File: src/rtl/pipe_stage_reg.sv
`default_nettype none
// ============================================================================
// Module      : pipe_stage_reg
// Description : Pipeline register between producer stage STAGE and the stage
//               after it. Each rising edge it does exactly one of the
//               following, in priority order:
//                 1. reset  - clear outputs and counters
//                 2. flush  - kill the in-flight instruction (load a bubble)
//                 3. bubble - the producer is stalled but the consumer is not,
//                             so send a NOP downstream
//                 4. load   - capture the upstream instruction
//                 5. hold   - producer and consumer both stalled
//               All outputs come straight from flops. No input reaches an
//               output through combinational logic.
//
// Parameters  : PAY_W   - width of the opaque stage payload
//               STAGE   - producer stage index in the stall vector (1..4)
//               NOP_PAY - payload driven for a bubble and after reset
//
// Ports       : clk        in   1      clock, all state on rising edge
//               rst        in   1      synchronous active-high reset
//               stall      in   6      per-stage stall vector (monotonic)
//               flush      in   1      kill the in-flight instruction
//               in_valid   in   1      upstream holds a real instruction
//               in_pay     in   PAY_W  upstream payload
//               in_wd      in   5      upstream destination register
//               in_wreg    in   1      upstream register-write enable
//               out_valid  out  1      downstream holds a real instruction
//               out_pay    out  PAY_W  registered payload
//               out_wd     out  5      registered destination register
//               out_wreg   out  1      registered write enable (0 if !valid)
//               bubble_cnt out  32     bubbles inserted (saturating)
//               flush_cnt  out  32     flushes that killed something
//
// Build macro : PIPE_STAGE_PERF_CNT_EN
//               Defined     -> bubble_cnt / flush_cnt are live saturating
//                              counters.
//               Not defined -> no counter state, both outputs read 0.
//
// Revision    : 1.0 - initial release
// ============================================================================
module pipe_stage_reg #(
    parameter int               PAY_W   = 128,
    parameter int               STAGE   = 2,
    parameter logic [PAY_W-1:0] NOP_PAY = '0
) (
    input  logic             clk,
    input  logic             rst,
    input  logic [5:0]       stall,
    input  logic             flush,
    input  logic             in_valid,
    input  logic [PAY_W-1:0] in_pay,
    input  logic [4:0]       in_wd,
    input  logic             in_wreg,
    output logic             out_valid,
    output logic [PAY_W-1:0] out_pay,
    output logic [4:0]       out_wd,
    output logic             out_wreg,
    output logic [31:0]      bubble_cnt,
    output logic [31:0]      flush_cnt
);

    localparam logic [31:0] C_CNT_MAX = 32'hFFFF_FFFF;

    // ------------------------------------------------------------------------
    // Stall decode
    // ------------------------------------------------------------------------
    logic w_stall_self;
    logic w_stall_next;
    logic w_do_bubble;
    logic w_do_load;

    assign w_stall_self = stall[STAGE];
    assign w_stall_next = stall[STAGE+1];

    // Producer stopped while consumer runs: the consumer must not see the
    // same instruction twice, so it gets a NOP. Upstream keeps the real
    // instruction under its own stall, which means nothing is lost.
    assign w_do_bubble = w_stall_self & ~w_stall_next;
    assign w_do_load   = ~w_stall_self;

    // Only two bits of the stall vector matter here. The rest are folded
    // away so the port stays complete for every STAGE value.
    logic w_stall_unused;
    assign w_stall_unused = ^stall;

    // ------------------------------------------------------------------------
    // Payload register
    // ------------------------------------------------------------------------
    logic             r_valid;
    logic [PAY_W-1:0] r_pay;
    logic [4:0]       r_wd;
    logic             r_wreg;

    always_ff @(posedge clk) begin
        if (rst) begin
            r_valid <= 1'b0;
            r_pay   <= NOP_PAY;
            r_wd    <= 5'd0;
            r_wreg  <= 1'b0;
        end else if (flush || w_do_bubble) begin
            // Clear every field so the bubble leaves no stale state.
            r_valid <= 1'b0;
            r_pay   <= NOP_PAY;
            r_wd    <= 5'd0;
            r_wreg  <= 1'b0;
        end else if (w_do_load) begin
            r_valid <= in_valid;
            r_pay   <= in_pay;
            r_wd    <= in_wd;
            // An invalid slot must never write the register file.
            r_wreg  <= in_wreg & in_valid;
        end
        // Otherwise hold: producer and consumer are both stalled.
    end

    assign out_valid = r_valid;
    assign out_pay   = r_pay;
    assign out_wd    = r_wd;
    assign out_wreg  = r_wreg;

    // ------------------------------------------------------------------------
    // Performance counters
    // ------------------------------------------------------------------------
`ifdef PIPE_STAGE_PERF_CNT_EN
    logic [31:0] r_bubble_cnt;
    logic [31:0] r_flush_cnt;
    logic        w_bubble_evt;
    logic        w_flush_evt;

    // Flush has priority over the bubble, so a flush cycle never counts as a
    // bubble. A flush counts only when it actually killed something, either
    // in this register or at its input.
    assign w_bubble_evt = ~flush & w_do_bubble;
    assign w_flush_evt  = flush & (r_valid | in_valid);

    always_ff @(posedge clk) begin
        if (rst) begin
            r_bubble_cnt <= 32'd0;
            r_flush_cnt  <= 32'd0;
        end else begin
            if (w_bubble_evt && (r_bubble_cnt != C_CNT_MAX)) begin
                r_bubble_cnt <= r_bubble_cnt + 32'd1;
            end
            if (w_flush_evt && (r_flush_cnt != C_CNT_MAX)) begin
                r_flush_cnt <= r_flush_cnt + 32'd1;
            end
        end
    end

    assign bubble_cnt = r_bubble_cnt;
    assign flush_cnt  = r_flush_cnt;
`else
    assign bubble_cnt = 32'd0;
    assign flush_cnt  = 32'd0;
`endif

endmodule
`default_nettype wire

File: config.mk
export PLATFORM = sky130hd
export DESIGN_NAME = pipe_stage_reg
export DESIGN_NICKNAME = d
export VERILOG_FILES = /design/src/rtl/pipe_stage_reg.sv
export SDC_FILE = /design/constraint.sdc
export NUM_CORES = 1
export LEC_CHECK = 0
export BUFFER_PORTS_ARGS = -buffer_cell sky130_fd_sc_hd__buf_2
export CORE_AREA = 5 5 131 133
export DETAILED_ROUTE_END_ITERATION = 12
export DIE_AREA = 0 0 136 138
export PLACE_DENSITY = 0.67
export SYNTH_ARGS = -nofsm -noshare
export SYNTH_HDL_FRONTEND = slang
export SYNTH_SLANG_ARGS = --single-unit
File: constraint.sdc
create_clock -name clk -period 2.2 [get_ports clk]
set_input_delay 0.22 -clock clk [delete_from_list [all_inputs] [get_ports clk]]
set_output_delay 0.22 -clock clk [all_outputs]
set_load 0.02 [all_outputs]
==> impl_metrics.yaml <==
cts:
  post-cts-setup-buffer-count: 0
  cts_root_buf: "clkbuf_16"
  cts_tree: "built"
  postCtsHoldBufs: 0
  cts_repair_resize_count: 0
  htree_levels: 4
  clk_pin_slew_ps: 60
  clock-sinks: 135
  cts_buffers: 17
  clk_path_buf_depth: 2
  worst_skew_pair_latency_ps: 410
global_route:
  gr-usage-met3: 0.0795
  grt_overflow_total: 0
  grt.total_usage: 0.155
  via_count_of_the_first_global_routing_pass: 4447
  gr-usage-met1: 0.170
  grtUsageMet2: 0.253
  grt_start_max_net_pins: 73
  top_usage_layer: "met2"
  number_of_antenna_violations_at_the_first_check_in_global_routing: 2
  grt_pass1_wl_um: 23200
detailed_routing:
  drt_pre_antenna_iters: 4
  drt_iter0_drc: 144
  antenna_violating_nets_post_route: 0
  via_per_inst: 4.42
  num_vias: 4443
  drcViolationCount: 0
  total_wirelength_um: 15200
  wl_per_cell_um: 15.1
finish:
  final_nets: 921
  layout.core_utilization: 0.488
  area_growth_pct: 32.8
  final_cell_count_no_fill: 1006
  n_fill_cell: 1530
  post_route_cells_drive_above_1_share: 0.468
status:
  outcome: "complete, no violations"
placement:
  dp_cells: 974
  numPortBuffers: 274
  place.gp.congestion: 0.745
  place.detailed.hpwl_um: 11000
hold_path:
  holdPathEnd: "out_pay[90]"
  hold_path.startpoint: "in_pay[90]"
  min_delay_path_depth: 3
  timing.hold.worst.class: "input port to register"
sta:
  finalWorstPathRequiredPeriod_ps: 1190
  fmax_mhz: 840
  grt_setup_unrepaired: "false"
  timing.slew.headroom: 0.536
  fin_crit_share: 0.541
  final_hold_viol_count: 0
  setup_violations: 0
  slew_viol_final: 0
  timing.setup.tns_ps: 0
  finClkSkew_ps: 0
  tightestPinTransition_ps: 695
worst_setup_path:
  crit_arrival_ps: 970
  max_stage_delay_ps: 370
  crit_path_cell_trace: "buf_2"
  timing.critical_path.slowest_stage_cell: "dfxtp_1"
  required_ps: 1980
  reg2reg_slack_ps: 1520
  reg_to_reg_start: "out_pay[14]"
  kind_of_cell_with_the_highest_combined_delay_on_the_critical_path: "flip-flops"
  rr_endpoint: "out_pay[14]"
  setup.worst_path.start_class: "register"
  setup.worst_path.start: "out_pay[31]"
  timing.critical_path.depth: 1
  path_buf_inv: 1
  critPathKind: "register to output pin"
  timing.critical_path.to_type: "output pin"
  timing.reg2reg.worst_path_depth: 2
  critical_path.max_fanout: 2
floorplan:
  fp.dieW_um: 136
  core_um2: 15700
  fp-row-count: 46
  die-area_um2: 18800
  initial_utilization: 0.368
  ios: 343
  die-height_um: 138
yosys:
  ys_async_sr_fraction: 0
  post_synth_main_area_contributors: "dfxtp_1 47%, mux2i_1 23%, buf_4 10%"
  synth.top_cell.area_share: 0.468
  ys_warn_count: 0
  synth.distinct_cells: 15
  synth_common_cells: "135 x dfxtp_1, 134 x mux2i_1, 84 x nor3_1"
  synth_edf_count: 0
  syn-cell-area_um2: 5780
  synth_ff_type: "dfxtp_1"
  synth_top_area_cell: "dfxtp_1"
  synth.yosys.seq_area_share: 0.468
  postSynthAreaPerCell_um2: 11.2
  syn-instance-count: 518
  synth-seq-cells: 135
  yosysMostFrequentCell: "dfxtp_1"
pwr:
  power.ir.vdd_worst_v: 0.000474
  p_per_area_nw_per_um2: 821
  static-leakage-power_nw: 3.89
run:
  max-cap-violations: 0
[flip-flops by register name (all words and copies together), names as in the netlist]
signal / cells
out_valid: 1
out_wreg: 1
out_wd: 5
out_pay: 128
[where the power goes]
group	switching (W)	internal, W
Clock	0.00108	0.00190
Combinational	0.000474	0.000292
Sequential	0.0000312	0.00251
Total	0.00159	0.00471
[metal layers]
metal | vias up | share of wire
met3 | 28 | 0.11
met1 | 2000 | 0.39
li1 | 2203 | -
met4 | 2 | 0.023
met2 | 210 | 0.48
met5 | - | 0.00072
[per-stage QoR]
stage	power, W	area (um2)	setup WS, ps	hold slack [ps]
floorplan	0.00321	6020	1130	388
global placement	0.00336	7050	751	472
detailed placement	0.00337	7050	743	470
CTS	0.00638	7670	968	51.9
global route	0.00656	7670	960	61.3
finish	0.00630	7670	1010	76.5
[layout by cell type (no fill, tap or decap), types with 2 or more instances in the layout]
cell type,Yosys,layout
buf_12,0,5
buf_2,11,273
buf_4,77,7
bufinv_16,0,3
clkbuf_16,0,17
clkbuf_8,0,4
clkinv_4,0,2
clkinvlp_4,0,3
conb_1,1,64
dfxtp_1,135,135
mux2i_1,134,134
nor3_1,84,84
nor3_2,50,50
[worst register-to-register path, cell delays in order (launching register included)]
cell and delay [ps]:
dfxtp_1 300, mux2i_1 150, nor3_1 70
[cell type report]
type	count	area [um2]	share of cell area
sequential	135	2700	0.352
multi-input combinational	337	2540	0.331
timing repair buffer	286	1530	0.199
clock buffer	21	480	0.0626
tap	216	270	0.0352
clock inverter	10	144	0.0188
antenna	1	2.50	0.000326
[logic make-up after synthesis]
family / after synthesis / share of synthesized area
AO/OA/AOI/OAI: 1 / 0.00130
buffers and inverters: 109 / 0.135
other: 1 / 0.000649
multiplexers: 134 / 0.232
flip-flops: 135 / 0.468
AND/OR/NAND/NOR: 138 / 0.163
[worst max-delay path by stage]
stage and endpoint:
2_1_floorplan out_pay[100], 3_3_place_gp out_pay[9], 3_5_place_dp out_pay[9], 4_1_cts out_pay[31], 5_1_grt out_pay[31], 6_report out_pay[31]
(Power assumes the default switching activity.)
